===== config.mk =====
export PLATFORM = sky130hd
export DESIGN_NAME = uart_tx_arbiter
export DESIGN_NICKNAME = d
export VERILOG_FILES = /design/src/rtl/uart_tx_arbiter.sv
export SDC_FILE = /design/constraint.sdc
export NUM_CORES = 1
export LEC_CHECK = 0
export ABC_AREA = 1
export BUFFER_PORTS_ARGS = -buffer_cell sky130_fd_sc_hd__buf_2
export CORE_MARGIN = 2
export CORE_UTILIZATION = 49
export DETAILED_ROUTE_END_ITERATION = 16
export GPL_TIMING_DRIVEN = 0
export PLACE_DENSITY = 0.79
export SYNTH_ARGS = -nofsm -noshare
export SYNTH_HDL_FRONTEND = slang
export SYNTH_SLANG_ARGS = --single-unit
export TNS_END_PERCENT = 1

===== constraint.sdc =====
create_clock -name clk -period 1.65 [get_ports clk]
set_input_delay 0.2475 -clock clk [delete_from_list [all_inputs] [get_ports clk]]
set_output_delay 0.2475 -clock clk [all_outputs]
set_load 0.02 [all_outputs]

===== src/rtl/uart_tx_arbiter.sv =====
// Frame-based round-robin arbiter that shares one UART TX byte port among N_REQ requesters.
// Optional macro UART_ARB_ID_HDR_EN prepends a header byte (HDR_BASE + owner) to every frame.
module uart_tx_arbiter #(
    parameter int N_REQ          = 4,
    parameter int DATA_WIDTH     = 8,
    parameter int TIMEOUT_CYCLES = 1024
`ifdef UART_ARB_ID_HDR_EN
    ,
    parameter logic [DATA_WIDTH-1:0] HDR_BASE = 8'hA0
`endif
) (
    input  logic                          clk,
    input  logic                          reset,
    input  logic [N_REQ-1:0]              req_valid,
    input  logic [N_REQ*DATA_WIDTH-1:0]   req_data,
    input  logic [N_REQ-1:0]              req_last,
    output logic [N_REQ-1:0]              req_ready,
    output logic                          tx_valid,
    output logic [DATA_WIDTH-1:0]         tx_data,
    input  logic                          tx_ready,
    input  logic                          CTS,
    output logic [N_REQ-1:0]              grant,
    output logic                          busy,
    output logic                          timeout_err,
    output logic [$clog2(N_REQ)-1:0]      timeout_id,
    output logic [1:0]                    dbg_state_o
);

    localparam int IW = $clog2(N_REQ);
    localparam int TW = (TIMEOUT_CYCLES > 1) ? $clog2(TIMEOUT_CYCLES) : 1;
    localparam logic [TW-1:0] TMO_LAST = (TIMEOUT_CYCLES > 0) ? TW'(TIMEOUT_CYCLES - 1) : '0;

    typedef enum logic [1:0] {
        S_IDLE = 2'd0,
        S_ARB  = 2'd1,
`ifdef UART_ARB_ID_HDR_EN
        S_HDR  = 2'd2,
`endif
        S_XFER = 2'd3
    } state_t;

    state_t                state_q, state_d;
    logic [IW-1:0]         rr_q, rr_d;
    logic [IW-1:0]         owner_q, owner_d;
    logic [N_REQ-1:0]      grant_q, grant_d;
    logic                  busy_q, busy_d;
    logic [TW-1:0]         tmo_q, tmo_d;
    logic                  terr_q, terr_d;
    logic [IW-1:0]         tid_q, tid_d;

    logic                  found;
    logic [IW-1:0]         sel;
    logic [IW-1:0]         cand;
    logic [IW-1:0]         nxt_rr;
    logic [DATA_WIDTH-1:0] own_data;

    assign own_data    = req_data[int'(owner_q)*DATA_WIDTH +: DATA_WIDTH];
    assign nxt_rr      = (owner_q == IW'(N_REQ - 1)) ? '0 : owner_q + IW'(1);
    assign grant       = grant_q;
    assign busy        = busy_q;
    assign timeout_err = terr_q;
    assign timeout_id  = tid_q;
    assign dbg_state_o = state_q;

    // First valid requester at or after rr_q, wrapping at N_REQ-1.
    always_comb begin
        found = 1'b0;
        sel   = '0;
        cand  = '0;
        for (int k = 0; k < N_REQ; k++) begin
            cand = IW'((int'(rr_q) + k) % N_REQ);
            if (!found && req_valid[cand]) begin
                found = 1'b1;
                sel   = cand;
            end
        end
    end

    // Byte transfer on either side happens in a cycle where valid and ready are both high;
    // tx_valid is formed from req_valid and CTS only, never from tx_ready.
    always_comb begin
        state_d   = state_q;
        rr_d      = rr_q;
        owner_d   = owner_q;
        grant_d   = grant_q;
        busy_d    = busy_q;
        tmo_d     = tmo_q;
        terr_d    = 1'b0;
        tid_d     = tid_q;
        tx_valid  = 1'b0;
        tx_data   = '0;
        req_ready = '0;
        case (state_q)
            S_IDLE: begin
                if (|req_valid) state_d = S_ARB;
            end
            S_ARB: begin
                if (found) begin
                    owner_d      = sel;
                    grant_d      = '0;
                    grant_d[sel] = 1'b1;
                    busy_d       = 1'b1;
                    tmo_d        = '0;
`ifdef UART_ARB_ID_HDR_EN
                    state_d      = S_HDR;
`else
                    state_d      = S_XFER;
`endif
                end else begin
                    state_d = S_IDLE;
                    grant_d = '0;
                end
            end
`ifdef UART_ARB_ID_HDR_EN
            S_HDR: begin
                tx_valid = CTS;
                tx_data  = HDR_BASE + DATA_WIDTH'(owner_q);
                if (tx_valid && tx_ready) begin
                    state_d = S_XFER;
                    tmo_d   = '0;
                end
            end
`endif
            S_XFER: begin
                tx_valid           = req_valid[owner_q] & CTS;
                tx_data            = own_data;
                req_ready[owner_q] = tx_ready & CTS;
                if (tx_valid && tx_ready) begin
                    tmo_d = '0;
                    if (req_last[owner_q]) begin
                        state_d = S_IDLE;
                        grant_d = '0;
                        busy_d  = 1'b0;
                        rr_d    = nxt_rr;
                    end
                end else if (CTS && (TIMEOUT_CYCLES != 0)) begin
                    // The counter only runs while the remote allows sending.
                    if (tmo_q == TMO_LAST) begin
                        state_d = S_IDLE;
                        grant_d = '0;
                        busy_d  = 1'b0;
                        rr_d    = nxt_rr;
                        tmo_d   = '0;
                        terr_d  = 1'b1;
                        tid_d   = owner_q;
                    end else begin
                        tmo_d = tmo_q + TW'(1);
                    end
                end
            end
            default: begin
                state_d = S_IDLE;
            end
        endcase
    end

    always_ff @(posedge clk) begin
        if (!reset) begin
            state_q <= S_IDLE;
            rr_q    <= '0;
            owner_q <= '0;
            grant_q <= '0;
            busy_q  <= 1'b0;
            tmo_q   <= '0;
            terr_q  <= 1'b0;
            tid_q   <= '0;
        end else begin
            state_q <= state_d;
            rr_q    <= rr_d;
            owner_q <= owner_d;
            grant_q <= grant_d;
            busy_q  <= busy_d;
            tmo_q   <= tmo_d;
            terr_q  <= terr_d;
            tid_q   <= tid_d;
        end
    end

endmodule


==> results.cfg, run 1 <==
[outcome]
outcome = finished with violations
violations = negative setup slack

[clock_tree]
path_clk_slew_ns = 0.08
tritoncts = yes
clk_latency_ns = 0.27
clockRootBuffer = clkbuf_8
clock-sinks = 24
cts_buffer_depth = 2
tritoncts.num_buffers = 3
h-tree-depth = 1

[setup_path]
slowest_stage = dfxtp_4
critPathMaxFanout = 9
arrival_ns = 1.46
slowest_delay_ns = 0.39
crit_cells = 6
cpLargestDelayFamily = buffers and inverters
r2r_start = tmo_q[0]
start_kind = flop
r2r-end = rr_q[1]
reg2regPathDepth = 9
ff2ff_setup_slack_ns = 0.04
cp_num_buf_inv = 4
worstPathRequired_ns = 1.40
path_common_cell = buf_4
worstSetupPathType = flop to output pin
critical_path.endpoint_type = output pin
path_cells = inv_4, buf_6, buf_4, o21ai_0, a21oi_1, buf_4

[global_route]
grt_max_degree = 14
grt_remaining_overflow = 0
first_global_vias = 2146
antenna_found_initial = 0
grt_pass1_wl_microns = 8840
grtUsageTotal_pct = 25.2

[timing]
slew_headroom_pct = 84.7
fin_ws_ns = -0.0569
maxSlewViolCount = 0
setup_viol = 3
period_share_pct = 103
worstMarginPinSlew_ns = 0.227
holdWs_ns = 0.325
fmax_ghz = 0.586
hold_violations = 0
grt_setup_unrepaired = yes
period_needed_ns = 1.71
skew_ns = 0.00351

[power_and_ir_drop]
p_per_area_mw_per_mm2 = 743
irDropWorstVdd_mv = 0.560
cellLeakagePower_uw = 0.00133

[route]
viasPerCell = 5.04
drt_iter0_drc = 171
routedWlPerCell_microns = 12.0
wirelength_microns = 5400
drcViolationCount = 0
detail-route-antenna-nets = 0
vias = 2279
first_pass_iters = 4

[layout]
multiInputGateArea_sq_mm = 0.00129
fill_cells = 320
layout_common_cells = nor2_1 (65), nand2_1 (62), buf_2 (58)
final_layout_size_suffix_gt1_share_pct = 35.6
final_nets = 454
regArea_sq_um = 493
area_growth_syn_to_layout_pct = 35.8
antenna_cells = 0
final_common_cell = nor2_1
fin_area_sq_mm = 0.00261

[place]
place_hpwl_microns = 3910
gp_congestion = 0.807
place_area_sq_mm = 0.00231
port_buffers = 66
place_ws_ns = -0.143

[flow_run]
maxCapViolations = 0

[synth]
ys_async_sr_fraction_pct = 0
synth_area_sq_mm = 0.00192
synthXorXnorAreaFrac_pct = 0
synthCells = 322
synth_seq_cells = 24
seq_area_frac_synth_pct = 25.0
syn_nets = 371
synth-simple-area-share_pct = 44.0
synth.area.mux_share_pct = 0
synth.top_cell.area_share_pct = 25.0
synth-compound-area-share_pct = 16.9
yosys.area.top_type = dfxtp_1
ys_types = 28
yosys.area_share.adder_pct = 3.26
synthTopCellsByArea = dfxtp_1 (25%), nand2_1 (13%), nor2_1 (13%)
avgSynthCellArea_sq_um = 5.96
synth_edf_count = 0
yosysWarnings = 0
ys.flop_type = dfxtp_1
synth_top_family_by_area = simple AND/OR/NAND/NOR gates

[die]
dieHeight_microns = 66.6
ios = 67
initial_core_util_pct = 51.7
core.rowCount = 22
core_area_sq_mm = 0.00372
die_w_microns = 66.6
dieArea_sq_mm = 0.00444

[min_path]
min_delay_worst_endpoint = tmo_q[0]
min_from = reset
min_path_cells = 3
min-delay-path-class = input pin to flop
## sequential cells by signal, summed over array words and instances, names as in the netlist
signal and cells:
tmo_q 10, grant 4, dbg_state_o 2, owner_q 2, rr_q 2, timeout_id 2, busy 1, timeout_err 1
## tightest hold or removal path: cells and delay by family
family                 cells  cell delay, ns
AOI/OAI and AO/OA          1            0.05
buffers and inverters      1            0.12
and+or+nand+nor            1            0.13
## Yosys cell counts (4+ instances only)
cell	count
ha_1	5
nand2_2	13
nand4_1	7
o21ai_1	6
nand3_2	7
nand2_1	67
nor3_1	4
a21oi_1	24
inv_2	5
dfxtp_1	24
nor2_1	66
o21ai_0	21
buf_2	5
nand3_1	12
inv_1	34
## worst max path at each step
stage                     from             to
floorplan           owner_q[0]     tx_data[0]
global placement    owner_q[0]   req_ready[2]
detailed placement  owner_q[0]   req_ready[2]
CTS                   tmo_q[0]  timeout_id[1]
global route        owner_q[0]     tx_data[2]
finish              owner_q[0]     tx_data[0]
## cell type report
cell class                 count  area share (%)
multi-input combinational    249            49.6
sequential                    24            18.9
inverter                      39            5.71
buffer                        10            4.32
clock buffer                   4            2.11
timing repair buffer          78            17.1
tap                           48            2.30
## power breakdown
group	switching (uW)	internal [uW]	total, uW
sequential	50.3	635	685
clock	183	213	396
combinational	504	352	856
total	738	1200	1940
## layer usage
metal	vias to the layer above	track usage, %	part of all wire (%)
met5	-	0	0
met4	0	8.42	1.1
li1	1194	-	-
met3	8	3.55	4.1
met2	50	46.4	51
met1	1027	29.6	43
## cell families (layout without fill, tap and decap cells)
kind of cell	after synthesis	after routing
AO/OA/AOI/OAI	60	60
AND/OR/NAND/NOR	184	184
flip-flops	24	24
adder cells (fa/ha/maj)	5	5
buffers and inverters	49	131
## metrics by stage
stage	instances	power (uW)	util (%)	TNS, ns
5_1_grt	452	2090	70.2	-1.15
4_1_cts	451	1910	68.4	-0.0558
3_5_place_dp	436	1400	62.2	-1.13
6_report	452	1940	70.2	-0.0841
2_1_floorplan	322	1200	-	0
3_3_place_gp	436	1390	62.2	-0.960
## timing repair
action / 4_1_cts / 5_1_grt
pin swaps: 8 / 9
resized for setup: 30 / 23
cloned: 1 / 0
setup buffers: 10 / 1
hold buffers: 0 / 0
endpoints found under the setup margin: 13 / 30
hold endpoints to repair: 0 / 0
Note: power is estimated with default switching activity, not from simulation.
==> inputs of run 2 (changes only) <==
Settings changed: GPL_TIMING_DRIVEN 0 to not set.
==> results.cfg, run 2 (same netlist as run 1, synthesis figures left out) <==
[setup_path]
cpLargestDelayFamily = simple AND/OR/NAND/NOR gates
path_cells = ha_4, nand2_4, nor2_4, nand2_2, nor3_4, nand3_2, nor2_2, nand3_2, nand2_1, nand2_1, nor2_1
arrival_ns = 1.86
start_kind = flop
critical_path.endpoint_type = flop
slowest_stage = dfxtp_4
slowest_delay_ns = 0.38
worstSetupPathType = flop to flop
critPathMaxFanout = 5
worstPathRequired_ns = 1.86
cp_num_buf_inv = 0

[global_route]
grt_remaining_overflow = 0
grt_pass1_wl_microns = 8560
grtUsageTotal_pct = 24.3
first_global_vias = 1974
antenna_found_initial = 0
grt_max_degree = 15

[layout]
regArea_sq_um = 500
final_nets = 451
fin_area_sq_mm = 0.00257
largest_register = tmo_q
area_growth_syn_to_layout_pct = 34.1
largest_reg_flops = 10
fill_cells = 353
antenna_cells = 0
multiInputGateArea_sq_mm = 0.00127
layout_common_cells = nor2_1 (65), nand2_1 (65), buf_2 (57)
final_layout_size_suffix_gt1_share_pct = 34.4

[power_and_ir_drop]
cellLeakagePower_uw = 0.00132
p_per_area_mw_per_mm2 = 779
irDropWorstVdd_mv = 0.558

[outcome]
violations = negative setup slack
outcome = finished with violations

[timing]
period_needed_ns = 1.65
slew_headroom_pct = 83.2
holdWs_ns = 0.324
fmax_ghz = 0.605
worstMarginPinSlew_ns = 0.252
setup_tns_ns = -0.00290
setup_viol = 1
fin_ws_ns = -0.00290
skew_ns = 0.00145
period_share_pct = 100
grt_setup_unrepaired = yes
maxSlewViolCount = 0
hold_violations = 0

[route]
detail-route-antenna-nets = 0
routedWlPerCell_microns = 11.7
first_pass_iters = 4
drt_iter0_drc = 126
vias = 2263
drcViolationCount = 0
viasPerCell = 5.04
wirelength_microns = 5250

[clock_tree]
h-tree-depth = 1
tritoncts = yes
path_clk_slew_ns = 0.08
clk_latency_ns = 0.27
clockRootBuffer = clkbuf_8
postCtsHoldBufs = 0
tritoncts.num_buffers = 3
clock-sinks = 24
cts_buffer_depth = 2

[die]
core.rowCount = 22
initial_core_util_pct = 51.7
ios = 67
dieArea_sq_mm = 0.00444
dieHeight_microns = 66.6
core_area_sq_mm = 0.00372
die_w_microns = 66.6

[flow_run]
maxCapViolations = 0

[place]
port_buffers = 66
gp_congestion = 0.817
place_area_sq_mm = 0.00236
place_hpwl_microns = 3950

[min_path]
min-delay-path-class = input pin to flop
## run 2: worst min-delay path, cell delays in order
cell and delay, ns:
buf_2 0.18, nand2_1 0.09, nor2_1 0.03
## run 2: worst paths after layout
path                            startpoint       endpoint  slack, ns  depth (start not counted)
worst min register to register        busy           busy       0.49                          2
worst max register to register    tmo_q[1]  timeout_id[0]     -0.003                         11
worst max-delay path              tmo_q[1]  timeout_id[0]     -0.003                         11
worst min-delay path                 reset  timeout_id[1]       0.32                          3
## run 2: through the flow
| step | power (uW) | setup slack, ns | utilization (%) | cells |
|---|---|---|---|---|
| 3_5_place_dp | 1440 | -0.0298 | 63.5 | 439 |
| 5_1_grt | 2150 | -0.166 | 69.3 | 449 |
| 2_1_floorplan | 1200 | 0.0392 | - | 322 |
| 6_report | 2010 | -0.00290 | 69.3 | 449 |
| 3_3_place_gp | 1430 | 0.0425 | 63.5 | 439 |
| 4_1_cts | 1960 | -0.0472 | 65.7 | 444 |
## run 2: area by class of cell
type	instances	share of cell area, %
Clock buffer	3	1.60
Clock inverter	1	1.17
Inverter	39	5.88
Multi-Input combinational cell	249	49.3
Sequential cell	24	19.4
Tap cell	48	2.33
Timing Repair Buffer	85	20.3
## run 2: timing repair
action,in CTS,in global routing
pin swaps,1,11
gates resized for setup,5,36
setup buffers,1,5
gates cloned,0,0
endpoints found under the setup margin,13,34
## run 2: power by group
| group | switching [uW] | total (uW) | internal [uW] |
|---|---|---|---|
| logic | 477 | 801 | 324 |
| clock network | 195 | 519 | 325 |
| registers | 51.6 | 687 | 635 |
| total | 723 | 2010 | 1280 |
## run 2: per-layer routing
metal	vias to the layer above	part of all wire, %	global-route usage, %
met2	47	50	43.0
met5	-	0	0
met3	10	3.7	3.89
li1	1193	-	-
met4	0	0.97	7.14
met1	1013	45	30.2
